### src/rtl/instr_fetch_unit_pkg.sv
// Shared KGP-RISC definitions: opcodes, instr_select encodings, instruction
// field positions and the fetch sequencer state type.
package kgp_risc_pkg;

  localparam logic [5:0] OP_ADD  = 6'b000000;
  localparam logic [5:0] OP_LW   = 6'b001110;
  localparam logic [5:0] OP_BLTZ = 6'b010011;
  localparam logic [5:0] OP_BZ   = 6'b010100;
  localparam logic [5:0] OP_BNZ  = 6'b010101;
  localparam logic [5:0] OP_B    = 6'b100000;
  localparam logic [5:0] OP_BL   = 6'b100001;
  localparam logic [5:0] OP_BCY  = 6'b100010;
  localparam logic [5:0] OP_BNCY = 6'b100011;

  localparam logic [1:0] SEL_PC1   = 2'b00;
  localparam logic [1:0] SEL_IMM   = 2'b01;
  localparam logic [1:0] SEL_LABEL = 2'b10;
  localparam logic [1:0] SEL_REG   = 2'b11;

  localparam int OPC_MSB   = 31;
  localparam int OPC_LSB   = 26;
  localparam int RS_MSB    = 25;
  localparam int RS_LSB    = 21;
  localparam int RT_MSB    = 20;
  localparam int RT_LSB    = 16;
  localparam int IMM_MSB   = 15;
  localparam int IMM_LSB   = 0;
  localparam int LABEL_MSB = 25;
  localparam int LABEL_LSB = 0;

  typedef enum logic [1:0] {
    S_FETCH = 2'd0,
    S_WAIT  = 2'd1,
    S_EXEC  = 2'd2,
    S_MEM   = 2'd3
  } fetch_state_e;

endpackage

### src/rtl/instr_fetch_unit_if.sv
// Instruction-memory request/valid bus between the fetch unit (master) and
// instruction memory (slave).
interface instr_fetch_unit_if #(
  parameter int PC_W = 32
) ();
  logic            imem_req;
  logic [PC_W-1:0] imem_addr;
  logic            imem_valid;
  logic [31:0]     imem_rdata;

  modport master (output imem_req, output imem_addr, input imem_valid, input imem_rdata);
  modport slave  (input imem_req, input imem_addr, output imem_valid, output imem_rdata);
endinterface

### src/rtl/instr_fetch_unit_branch_resolver.sv
// Combinational next-PC selection: sequential, conditional immediate branch,
// label branch or register branch, all modulo 2^PC_W.
module branch_resolver
  import kgp_risc_pkg::*;
#(
  parameter int PC_W = 32
) (
  input  logic [5:0]      opcode,
  input  logic [1:0]      instr_select,
  input  logic [PC_W-1:0] pc,
  input  logic [15:0]     imm,
  input  logic [25:0]     label,
  input  logic [31:0]     rs_data,
  input  logic            carry_flag,
  output logic [PC_W-1:0] next_pc
);

  logic [PC_W-1:0] seq_pc;
  logic [PC_W-1:0] imm_off;
  logic [PC_W-1:0] label_off;
  logic            taken;

  assign seq_pc    = pc + {{(PC_W-1){1'b0}}, 1'b1};
  assign imm_off   = {{(PC_W-16){imm[15]}}, imm};
  assign label_off = {{(PC_W-26){label[25]}}, label};

  // Branch condition; an opcode that does not match its select is never taken
  always_comb begin
    taken = 1'b0;
    case (instr_select)
      SEL_IMM: begin
        case (opcode)
          OP_BLTZ: taken = rs_data[31];
          OP_BZ:   taken = (rs_data == 32'h0000_0000);
          OP_BNZ:  taken = (rs_data != 32'h0000_0000);
          default: taken = 1'b0;
        endcase
      end
      SEL_LABEL: begin
        case (opcode)
          OP_B, OP_BL: taken = 1'b1;
          OP_BCY:      taken = carry_flag;
          OP_BNCY:     taken = ~carry_flag;
          default:     taken = 1'b0;
        endcase
      end
      default: taken = 1'b0;
    endcase
  end

  // Target selection
  always_comb begin
    next_pc = seq_pc;
    case (instr_select)
      SEL_PC1:   next_pc = seq_pc;
      SEL_IMM:   if (taken) next_pc = seq_pc + imm_off;   else next_pc = seq_pc;
      SEL_LABEL: if (taken) next_pc = seq_pc + label_off; else next_pc = seq_pc;
      SEL_REG:   next_pc = rs_data[PC_W-1:0];
      default:   next_pc = seq_pc;
    endcase
  end

endmodule

### src/rtl/instr_fetch_unit.sv
// KGP-RISC multi-cycle fetch/PC sequencer: FETCH -> WAIT -> EXEC [-> MEM],
// holding the instruction register and retiring one instruction per pass.
module instr_fetch_unit
  import kgp_risc_pkg::*;
#(
  parameter int              PC_W     = 32,
  parameter logic [PC_W-1:0] RESET_PC = {PC_W{1'b0}}
) (
  input  logic                clk,
  input  logic                rst,
  instr_fetch_unit_if.master  imem,
  output logic [5:0]          opcode,
  output logic [4:0]          rs,
  output logic [4:0]          rt,
  output logic [15:0]         imm,
  output logic [25:0]         label,
  output logic                instr_valid,
  input  logic [1:0]          instr_select,
  input  logic                mem_read,
  input  logic                mem_write,
  input  logic [31:0]         rs_data,
  input  logic                carry_flag,
  input  logic                dmem_done,
  output logic [PC_W-1:0]     pc,
  output logic [PC_W-1:0]     pc_plus1,
  output logic                commit
);

  fetch_state_e    state;
  logic [31:0]     ir;
  logic            fetch_req;
  logic [PC_W-1:0] next_pc;

  assign opcode   = ir[OPC_MSB:OPC_LSB];
  assign rs       = ir[RS_MSB:RS_LSB];
  assign rt       = ir[RT_MSB:RT_LSB];
  assign imm      = ir[IMM_MSB:IMM_LSB];
  assign label    = ir[LABEL_MSB:LABEL_LSB];
  assign pc_plus1 = pc + {{(PC_W-1){1'b0}}, 1'b1};

  assign imem.imem_req  = fetch_req;
  assign imem.imem_addr = pc;

  branch_resolver #(.PC_W(PC_W)) u_branch_resolver (
    .opcode       (opcode),
    .instr_select (instr_select),
    .pc           (pc),
    .imm          (imm),
    .label        (label),
    .rs_data      (rs_data),
    .carry_flag   (carry_flag),
    .next_pc      (next_pc)
  );

  // Retire pulse follows the control unit's same-cycle decode; a reset cycle never retires
  always_comb begin
    commit = 1'b0;
    if (rst) begin
      commit = 1'b0;
    end else if (state == S_EXEC) begin
      commit = ~(mem_read | mem_write);
    end else if (state == S_MEM) begin
      commit = dmem_done;
    end else begin
      commit = 1'b0;
    end
  end

  // Sequencer; fetch_req is raised on entry to FETCH so the request lasts exactly one cycle
  always_ff @(posedge clk) begin
    if (rst) begin
      state       <= S_FETCH;
      pc          <= RESET_PC;
      ir          <= 32'h0000_0000;
      fetch_req   <= 1'b0;
      instr_valid <= 1'b0;
    end else begin
      case (state)
        S_FETCH: begin
          if (fetch_req) begin
            fetch_req <= 1'b0;
            state     <= S_WAIT;
          end else begin
            fetch_req <= 1'b1;
          end
        end
        S_WAIT: begin
          if (imem.imem_valid) begin
            ir          <= imem.imem_rdata;
            instr_valid <= 1'b1;
            state       <= S_EXEC;
          end
        end
        S_EXEC: begin
          if (mem_read | mem_write) begin
            state <= S_MEM;
          end else begin
            pc          <= next_pc;
            instr_valid <= 1'b0;
            fetch_req   <= 1'b1;
            state       <= S_FETCH;
          end
        end
        S_MEM: begin
          if (dmem_done) begin
            pc          <= pc_plus1;
            instr_valid <= 1'b0;
            fetch_req   <= 1'b1;
            state       <= S_FETCH;
          end
        end
        default: begin
          state       <= S_FETCH;
          fetch_req   <= 1'b0;
          instr_valid <= 1'b0;
        end
      endcase
    end
  end

endmodule

### src/flat_wrapper.sv
// flat-port wrapper written by rule: the top's interface ports become plain ports
module instr_fetch_unit_flat import kgp_risc_pkg::*;
#(
  parameter int              PC_W     = 32,
  parameter logic [PC_W-1:0] RESET_PC = {PC_W{1'b0}}
)
  (clk, rst, opcode, rs, rt, imm, label, instr_valid, instr_select, mem_read, mem_write, rs_data, carry_flag, dmem_done, pc, pc_plus1, commit, imem_imem_req, imem_imem_addr, imem_imem_valid, imem_imem_rdata);
  instr_fetch_unit_if #(.PC_W(PC_W)) imem_i ();
  input  logic clk;
  input  logic rst;
  output logic [5:0] opcode;
  output logic [4:0] rs;
  output logic [4:0] rt;
  output logic [15:0] imm;
  output logic [25:0] label;
  output logic instr_valid;
  input  logic [1:0] instr_select;
  input  logic mem_read;
  input  logic mem_write;
  input  logic [31:0] rs_data;
  input  logic carry_flag;
  input  logic dmem_done;
  output logic [PC_W-1:0] pc;
  output logic [PC_W-1:0] pc_plus1;
  output logic commit;
  output wire logic [$bits(imem_i.imem_req)-1:0] imem_imem_req;
  output wire logic [$bits(imem_i.imem_addr)-1:0] imem_imem_addr;
  input wire logic [$bits(imem_i.imem_valid)-1:0] imem_imem_valid;
  input wire logic [$bits(imem_i.imem_rdata)-1:0] imem_imem_rdata;
  assign imem_imem_req = imem_i.imem_req;
  assign imem_imem_addr = imem_i.imem_addr;
  assign imem_i.imem_valid = imem_imem_valid;
  assign imem_i.imem_rdata = imem_imem_rdata;
  instr_fetch_unit #(.PC_W(PC_W), .RESET_PC(RESET_PC)) u_core (.clk(clk), .rst(rst), .imem(imem_i), .opcode(opcode), .rs(rs), .rt(rt), .imm(imm), .label(label), .instr_valid(instr_valid), .instr_select(instr_select), .mem_read(mem_read), .mem_write(mem_write), .rs_data(rs_data), .carry_flag(carry_flag), .dmem_done(dmem_done), .pc(pc), .pc_plus1(pc_plus1), .commit(commit));
endmodule
### config.mk
export PLATFORM = sky130hd
export DESIGN_NAME = instr_fetch_unit_flat
export DESIGN_NICKNAME = d
export VERILOG_FILES = /design/src/rtl/instr_fetch_unit_pkg.sv /design/src/rtl/instr_fetch_unit_if.sv /design/src/rtl/instr_fetch_unit_branch_resolver.sv /design/src/rtl/instr_fetch_unit.sv /design/src/flat_wrapper.sv
export SDC_FILE = /design/constraint.sdc
export NUM_CORES = 1
export LEC_CHECK = 0
export ABC_AREA = 1
export CAP_MARGIN = 20
export CORE_ASPECT_RATIO = 1.5
export CORE_MARGIN = 2
export CORE_UTILIZATION = 54
export CTS_CLUSTER_DIAMETER = 60
export DETAILED_ROUTE_END_ITERATION = 16
export GPL_TIMING_DRIVEN = 0
export HOLD_SLACK_MARGIN = 0.03
export PLACE_DENSITY = 0.88
export SKIP_CTS_REPAIR_TIMING = 1
export SYNTH_ARGS = -nofsm -noshare
export SYNTH_HDL_FRONTEND = slang
export SYNTH_HIERARCHICAL = 1
export SYNTH_SLANG_ARGS = --single-unit
export TNS_END_PERCENT = 50
### constraint.sdc
create_clock -name clk -period 3.5 [get_ports clk]
set_input_delay 0.7 -clock clk [delete_from_list [all_inputs] [get_ports clk]]
set_output_delay 0.7 -clock clk [all_outputs]
set_load 0.05 [all_outputs]
# [Word-level counts from Yosys, hierarchy flattened]
# Cells that the tools add are included.
[word_totals] regBits=68 out_inout_bits=157 in_bits=73 wordCells=66
[classes] bitwise=3 n_addsub=3 eq_ne=17 n_mux=25 n_reduce_logical=13
[ops] operator="$mux 32" count=4
[ops] operator="$pmux 32 s4" count=1
[ops] operator="$add 32x32->32" count=2
[ops] operator="$pmux 32 s2" count=1
[ops] operator="$add 32x1->32 const B" count=1
[ops] operator="$logic_not 32->1" count=1
[ops] operator="$reduce_bool 32->1" count=1
[ops] operator="$eq 6x6->1 const B" count=4
[ops] operator="$eq 6x5->1 const B" count=3
[ops] operator="$pmux 1 s3" count=4
[ops] operator="$mux 1" count=9
[ops] operator="$reduce_and 3->1" count=3
[ops] operator="$eq 2x2->1 const B" count=4
[ops] operator="$mux 2" count=4
[ops] operator="$pmux 2 s4" count=1
[ops] operator="$ne 2x2->1 const B" count=3
[ops] operator="$reduce_bool 3->1" count=2
[ops] operator="$eq 2x1->1 const B" count=2
[ops] operator="$logic_not 2->1" count=2
[ops] operator="$reduce_and 4->1" count=1
[ops] operator="$ne 2x1->1 const B" count=1
[ops] operator="$not 1->1" count=2
[ops] operator="$pmux 1 s2" count=1
[ops] operator="$reduce_and 2->1" count=1
[ops] operator="other kinds (3)" count=3

# [Logic depth before layout (Yosys ltp)]
# Gate-level depths: netlist (run 1).
[depth] depth_word=8 ltp_mapped=30 depth_no_buf=30

# [By module]
# The synthesis (run 1) kept the hierarchy.
[modules_own_cells] module="branch_resolver" area_per_inst_um2=7264.5 seq_area_each_um2=0.0 cells_each=1492 n_inst=1
[modules_own_cells] module="instr_fetch_unit" area_per_inst_um2=4146.5 seq_area_each_um2=1361.3 cells_each=609 n_inst=1

# [Least setup slack after synthesis (run 1)]
# No wires, ideal clock.
[synth_path] kind="register to register" from="reg u_core.pc[0] (netlist: u_core/imem.imem_addr[0])" to="reg u_core.pc[28] (netlist: u_core/imem.imem_addr[28])" arrival_ps=3521 period_less_slack_ps=3642 slack_ps=-142 path_buffers=0 t_required_ps=3379 setup_time_ps=121 path_stages_with_launch=25 path_cell_list="dfxtp_1 -> ha_1 -> nand2_1 -> inv_2 -> nand3_1 -> nor2_1 -> inv_1 -> nor3_2 -> nand3_1 -> xor2_1 -> ha_1 -> nand2_1 -> inv_1 -> a21oi_1 -> a21oi_1 -> nor2_1 -> nand3_1 -> nand2_1 -> nand3_1 -> nand3_1 -> nand3_1 -> nand2_1 -> inv_1 -> a21oi_1 -> a21oi_1"
[synth_via] elab_chain_cells=6 word_cells_on_any_way=9 classes_between="add/sub (3); mux (6)"
[synth_lines] item="start: declaration" line_no="instr_fetch_unit.sv:24" rtl="output logic [PC_W-1:0] pc,"
[synth_lines] item="start signal: assignment" line_no="instr_fetch_unit.sv:98" rtl="pc <= next_pc;"
[synth_lines] item="start signal: assignment" line_no="instr_fetch_unit.sv:106" rtl="pc <= pc_plus1;"
[synth_lines] item="$add 32x1->32 (*)" line_no="instr_fetch_unit_branch_resolver.sv:23" rtl="assign seq_pc = pc + {{(PC_W-1){1'b0}}, 1'b1};"
[synth_lines] item="$add 32x32->32 (on tied branches)" line_no="instr_fetch_unit_branch_resolver.sv:57, instr_fetch_unit_branch_resolver.sv:56"
[synth_lines] item="$mux 32 (on tied branches)" line_no="instr_fetch_unit_branch_resolver.sv:57, instr_fetch_unit_branch_resolver.sv:56"
[synth_lines] item="$pmux 32 s4 (*)" line_no="instr_fetch_unit_branch_resolver.sv:54" rtl="case (instr_select)"
[synth_lines] item="named net u_core.next_pc[28]" line_no="instr_fetch_unit.sv:32" rtl="logic [PC_W-1:0] next_pc;"
[synth_lines] item="$mux 32 (*)" line_no="instr_fetch_unit.sv:95" rtl="if (mem_read | mem_write) begin"
[synth_lines] item="$pmux 32 s2 (*)" line_no="instr_fetch_unit.sv:78" rtl="case (state)"
# Mark *: on every way through the listed nets, which the timed path passes. The rest lies on a longest branch. The select of a mux whose other input is x is not followed.
# A chain may end at the register's enable or synchronous reset.

# [Final worst setup path (run 1)]
[layout_path] from="reg u_core.pc[0] (netlist: u_core/imem.imem_addr[0])" to="reg u_core.pc[26] (netlist: u_core/imem.imem_addr[26])"
# Same word-level chain as after synthesis.

==> flow_metrics.py, run 1 <==
metrics = {
    "status": {
        "outcome": "finished, violations left",
        "violations": "negative setup slack",
    },
    "routing": {
        "vias_per_cell": 5.67,
        "drtPass1Iterations": 6,
        "vias": 15000,
        "wl_per_cell_um": 18.4,
        "drc": 0,
        "ant_nets": 0,
        "wl_um": 48800,
        "drt_iter0_markers": 1474,
    },
    "floorplan": {
        "core-area_sq_mm": 0.0209,
        "io_pins": 230,
        "initial_core_util_pct": 54.6,
        "die_h_um": 182,
        "rows": 65,
        "die_x_um": 123,
        "design.die.area_sq_mm": 0.0223,
    },
    "clock_tree": {
        "cts_buffers": 9,
        "clk_pin_slew_worst_paths_ns": 0.06,
        "cts_sinks": 68,
        "clock_latency_ns": 0.36,
        "cts_tree": "built",
        "clk_path_buf_depth": 2,
        "htree_levels": 3,
        "root_buffer": "clkbuf_16",
    },
    "timing": {
        "fin_crit_sh_pct": 107,
        "maxSlewViolCount": 0,
        "fin_worst_skew_ns": 0.00773,
        "setup_viol": 19,
        "max_freq_ghz": 0.266,
        "worst_slew_pin_slew_ns": 0.794,
        "rsz0062_at_grt": "yes",
        "fin_ws_ns": -0.255,
        "slew_headroom_pct": 47.1,
        "fin_crit_ns": 3.76,
        "hold_viol": 0,
    },
    "final_layout": {
        "drive_gt1_share_pct": 18.7,
        "syn_to_final_growth_pct": 39.9,
        "fin_nets": 2519,
        "final_area_sq_mm": 0.0160,
        "utilization_pct": 76.4,
    },
    "setup_path": {
        "startpoint_type": "flop",
        "worstPathArrival_ns": 4.00,
        "path_max_fanout": 5,
        "worstSetupPathType": "flop to flop",
        "required_ns": 3.74,
        "reg2regPathDepth": 26,
        "end_kind": "flop",
    },
    "synthesis": {
        "synth_flop_cell": "dfxtp_1",
        "yosysUniqueCellTypes": 49,
        "synthArstFlopShare_pct": 0,
        "synth-seq-area-share_pct": 11.9,
        "synth_edf_count": 0,
        "syn_nets": 2250,
        "synth_warnings": 6,
        "ys_ff_latch": 68,
        "syn-cell-area_sq_mm": 0.0114,
        "netlist_instances": 2101,
        "avgSynthCellArea_sq_um": 5.43,
    },
    "global_route": {
        "grt_usage_pct": 40.7,
        "grt_pass1_vias": 13800,
        "grt_max_degree": 26,
        "grt_pass1_wl_um": 69700,
        "antenna_found_initial": 2,
        "overflow": 0,
    },
    "worst_hold_path": {
        "hold_depth": 2,
        "hp-class": "flop to flop",
    },
    "placement": {
        "portBuffers": 228,
        "gp_congestion": 1.01,
        "place_area_sq_mm": 0.0140,
        "dpl.hpwl_um": 38100,
    },
    "power_and_ir_drop": {
        "peakVddDrop_mv": 0.715,
        "p_total_mw": 8.50,
        "p_leak_nw": 7.79,
        "powerDensity_mw_per_mm2": 533,
    },
    "job": {
        "drv_cap": 0,
    },
}
==> power breakdown <==
group	switching, mW	leakage, nW	internal (mW)	total, mW
Sequential	0.491	0.570	0.994	1.48
Combinational	3.90	7.07	2.11	6.01
Clock	0.368	0.152	0.645	1.01
Total	4.76	7.79	3.75	8.50
==> cell type report <==
cell class	count	area, sq um
timing repair buffer	258	2570
sequential	68	1430
antenna	3	7.51
clock inverter	5	83.8
tap	268	335
inverter	282	1060
multi-input combinational	1641	9490
buffer	110	739
clock buffer	11	243
fill	1691	4940
==> flip-flops by register name, summed over array words and instances, names as in the netlist <==
register,count
u_core/instr_valid,1
u_core/imem.imem_addr,32
u_core/ir,32
u_core/imem.imem_req,1
u_core/state,2
==> cells in the final DEF (no fill, tap or decap), types with 26 or more instances in the layout <==
cell	instances
nand2_1	698
inv_1	264
clkdlybuf4s50_1	220
nand3_1	166
a21oi_1	146
nor2_1	136
buf_4	85
nand2_2	68
o21ai_0	51
ha_1	46
dfxtp_1	43
nor2_2	29
a21oi_2	28
clkbuf_1	27
nor2_4	26
==> worst max-delay path, stage by stage (launching register included) <==
cell and delay [ns]:
dfxtp_4 0.39, ha_4 0.15, nand2_2 0.04, inv_2 0.08, nand3_4 0.10, nor2_4 0.15, inv_2 0.07, nor3_4 0.29
nand3_2 0.17, xor2_4 0.21, buf_12 0.15, ha_4 0.29, nand2_4 0.08, nor2_4 0.13, nand2_4 0.11, nor4_4 0.23
nand2_2 0.14, nand2_1 0.08, nand2_1 0.06, nand2_2 0.11, nand3_2 0.08, nand3_1 0.09, nand3_1 0.09, nand2_1 0.09
inv_1 0.07, a21oi_2 0.11, a21oi_1 0.08
==> layer usage <==
layer	track usage (%)	part of all wire (%)	up-vias
li1	-	-	7165
met1	43.8	36	6830
met2	69.6	48	768
met3	6.34	7.1	230
met4	31.2	9.1	0
met5	0	0	-
==> logic make-up after synthesis <==
kind of cell / count (synthesis) / share of synthesized area (%)
flip-flops: 68 / 11.9
AND/OR/NAND/NOR: 1238 / 47.0
AO/OA/AOI/OAI: 281 / 13.0
adder cells (fa/ha/maj): 76 / 8.46
buffers and inverters: 392 / 15.7
XOR/XNOR: 46 / 3.93
==> synthesized netlist by cell type (3+ instances only) <==
cell type / n / area share, %
o21ai_1: 10 / 0.44
inv_1: 276 / 9.1
a21oi_1: 177 / 7.8
nor2_1: 171 / 5.6
clkbuf_8: 6 / 0.72
a21o_1: 5 / 0.33
o22ai_1: 4 / 0.22
a21boi_0: 3 / 0.20
nand2_1: 763 / 25
ha_1: 74 / 8.1
nor4_1: 3 / 0.16
and2_1: 5 / 0.27
a31oi_1: 9 / 0.49
dfxtp_1: 68 / 12
nand2_2: 13 / 0.71
nor2_8: 3 / 0.53
nor3_2: 3 / 0.26
buf_4: 61 / 4.0
nor2_2: 7 / 0.38
xnor2_1: 13 / 1.0
xor2_2: 6 / 0.86
o21bai_1: 7 / 0.46
inv_2: 6 / 0.20
or2_1: 4 / 0.22
buf_2: 11 / 0.48
xor2_1: 27 / 2.1
nor2_4: 13 / 1.3
o21ai_0: 58 / 2.5
clkbuf_1: 28 / 0.92
nand3b_1: 14 / 0.92
nand4_1: 19 / 1.0
nand3_2: 3 / 0.26
nand2_4: 8 / 0.79
nor3_1: 22 / 0.96
nand3_1: 177 / 7.8
or2_2: 7 / 0.38
==> metrics by stage <==
| stage | std cells | worst slack (ns) | hold slack, ns | TNS, ns |
|---|---|---|---|---|
| finish | 2646 | -0.255 | 0.493 | -2.33 |
| global route | 2646 | -0.440 | 0.530 | -5.79 |
| CTS | 2613 | -0.743 | 0.488 | -9.80 |
| detailed placement | 2597 | -0.662 | 0.479 | -8.56 |
| global placement | 2597 | -0.609 | 0.449 | -7.09 |
| floorplan | 2101 | 0.0354 | 0.549 | 0 |
==> final timing paths <==
check	slack (ns)	endpoint	from
worst max-delay path	-0.26	u_core/imem.imem_addr[26]$_SDFFE_PP0P_	u_core/imem.imem_addr[0]$_SDFFE_PP0P_
worst min-delay path	0.49	u_core/instr_valid$_SDFFE_PP0P_	u_core/instr_valid$_SDFFE_PP0P_
worst max register to register	-0.26	u_core/imem.imem_addr[26]$_SDFFE_PP0P_	u_core/imem.imem_addr[0]$_SDFFE_PP0P_
worst min register to register	0.49	u_core/instr_valid$_SDFFE_PP0P_	u_core/instr_valid$_SDFFE_PP0P_
(Power assumes the default switching activity.)
==> inputs of run 2 (changes only) <==
Clock period 3.5 ns to 3.6 ns, I/O delays scaled along.
==> run 2 against run 1 <==
Compared with the run above:
- the run still ends with negative setup slack left
- cell area fell by 0.70%
- worst setup slack improved by 0.054 ns
- count of clock-buffer cells in the layout did not move
- sequential share of layout area barely moved
- register-to-register slack improved by 0.05 ns
- power fell by 2.2%
==> flow_metrics.py, run 2 (synthesis gave the netlist of run 1 again) <==
metrics = {
    "status": {
        "outcome": "finished, violations left",
        "violations": "negative setup slack",
    },
    "timing": {
        "maxSlewViolCount": 0,
        "fin_worst_skew_ns": 0.00498,
        "hold_viol": 0,
        "slew_headroom_pct": 44.8,
        "fin_crit_ns": 3.80,
        "fin_ws_ns": -0.201,
        "tns_ns": -0.875,
        "setup_viol": 14,
        "rsz0062_at_grt": "yes",
        "max_freq_ghz": 0.263,
        "worst_slew_pin_slew_ns": 0.829,
        "fin_crit_sh_pct": 106,
    },
    "final_layout": {
        "drive_gt1_share_pct": 17.9,
        "nFillCells": 1698,
        "syn_to_final_growth_pct": 38.9,
        "final_area_sq_mm": 0.0159,
        "utilization_pct": 75.8,
        "final_cell_mix": "nand2_1 (695), inv_1 (266), clkdlybuf4s50_1 (228)",
        "layout.cells.most_common": "nand2_1",
        "multi_input_area_sq_mm": 0.00940,
        "regArea_sq_mm": 0.00142,
        "fin_nets": 2517,
    },
    "setup_path": {
        "crit_path_frequent_cell": "nand2_1",
        "startpoint_type": "flop",
        "r2r_end": "u_core/imem.imem_addr[31]$_SDFFE_PP0P_",
        "required_ns": 3.84,
        "r2r-start": "u_core/imem.imem_addr[0]$_SDFFE_PP0P_",
        "worstPathArrival_ns": 4.04,
        "reg2regPathDepth": 28,
        "cp_slowest_cell": "dfxtp_4",
        "endpoint": "u_core/imem.imem_addr[31]$_SDFFE_PP0P_",
        "end_kind": "flop",
        "critPathLaunch": "u_core/imem.imem_addr[0]$_SDFFE_PP0P_",
        "cpPeakStageDelay_ns": 0.38,
        "worstSetupPathType": "flop to flop",
        "path_max_fanout": 4,
        "reg2reg_slack_ns": -0.20,
    },
    "power_and_ir_drop": {
        "powerDensity_mw_per_mm2": 525,
        "peakVddDrop_mv": 0.572,
        "p_leak_nw": 7.67,
        "p_total_mw": 8.32,
    },
    "routing": {
        "drtPass1Iterations": 6,
        "vias_per_cell": 5.67,
        "wl_um": 47900,
        "vias": 15000,
        "drc": 0,
        "wl_per_cell_um": 18.1,
        "ant_nets": 0,
        "drt_iter0_markers": 1329,
    },
    "clock_tree": {
        "root_buffer": "clkbuf_16",
        "clk_path_buf_depth": 2,
        "cts_tree": "built",
        "cts_sinks": 68,
        "clock_latency_ns": 0.36,
        "cts_buffers": 9,
        "htree_levels": 3,
        "clk_pin_slew_worst_paths_ns": 0.06,
    },
    "global_route": {
        "antenna_found_initial": 1,
        "grt_pass1_vias": 13600,
        "grt_usage_pct": 39.2,
        "grt_max_degree": 26,
        "grt_pass1_wl_um": 67500,
        "overflow": 0,
    },
    "floorplan": {
        "die_h_um": 182,
        "rows": 65,
        "core-area_sq_mm": 0.0209,
        "design.die.area_sq_mm": 0.0223,
        "initial_core_util_pct": 54.6,
        "die_x_um": 123,
        "io_pins": 230,
    },
    "placement": {
        "gp_congestion": 0.996,
        "place_area_sq_mm": 0.0140,
        "portBuffers": 228,
        "dp_slack_ns": -0.583,
        "dpl.hpwl_um": 37300,
    },
    "job": {
        "drv_cap": 0,
    },
    "worst_hold_path": {
        "hp-class": "flop to flop",
    },
}
-- run 2: changes by cell type in the layout (fill, tap and decap cells not counted), sizes merged --
cell / previous run / this run
bufinv: 2 / 3
clkinvlp: 2 / 1
clkdlybuf4s50: 220 / 228
diode: 3 / 1
dlymetal6s2s: 8 / 0
buf: 103 / 101
-- run 2: power breakdown --
group | internal, mW | total (mW) | leakage [nW] | switching, mW
Sequential | 0.960 | 1.44 | 0.568 | 0.481
Combinational | 2.04 | 5.80 | 6.93 | 3.77
Clock | 0.716 | 1.08 | 0.172 | 0.360
-- run 2: worst min-delay path by stage --
stage                                     from                              end  slack, ns  cells past startpoint
4_1_cts        u_core/instr_valid$_SDFFE_PP0P_  u_core/instr_valid$_SDFFE_PP0P_       0.47                      2
3_3_place_gp   u_core/instr_valid$_SDFFE_PP0P_  u_core/instr_valid$_SDFFE_PP0P_       0.46                      2
2_1_floorplan     u_core/state[0]$_SDFFE_PP0P_     u_core/state[0]$_SDFFE_PP0P_       0.55                      2
5_1_grt        u_core/instr_valid$_SDFFE_PP0P_  u_core/instr_valid$_SDFFE_PP0P_       0.51                      2
6_report       u_core/instr_valid$_SDFFE_PP0P_  u_core/instr_valid$_SDFFE_PP0P_       0.48                      2
3_5_place_dp   u_core/instr_valid$_SDFFE_PP0P_  u_core/instr_valid$_SDFFE_PP0P_       0.47                      2
-- run 2: cell type report --
cell class	count	share of cell area, %
multi-input combinational	1641	59.3
clock buffer	11	1.59
timing repair buffer	256	16.0
clock inverter	5	0.671
antenna	1	0.0158
sequential	68	8.93
inverter	282	6.69
tap	268	2.12
buffer	110	4.66
-- run 2: worst max-delay path, delay by kind of cell, from the launching register on --
family	cells	cell delay, ns
DFF	1	0.38
buffers and inverters	6	0.55
xor gates and xnor gates	1	0.25
AOI/OAI and AO/OA	2	0.30
adders and majority gates	2	0.49
and+or+nand+nor	17	1.70
-- run 2: layer usage --
layer,share of wire (%),GRT usage [%]
met2,47,67.0
met3,7.4,4.65
met4,9.6,31.0
met5,0,0
met1,36,42.9
-- run 2: stage by stage --
stage	hold slack, ns	instances
2_1_floorplan	0.549	2101
3_3_place_gp	0.459	2597
3_5_place_dp	0.466	2597
4_1_cts	0.474	2613
5_1_grt	0.507	2642
6_report	0.477	2642
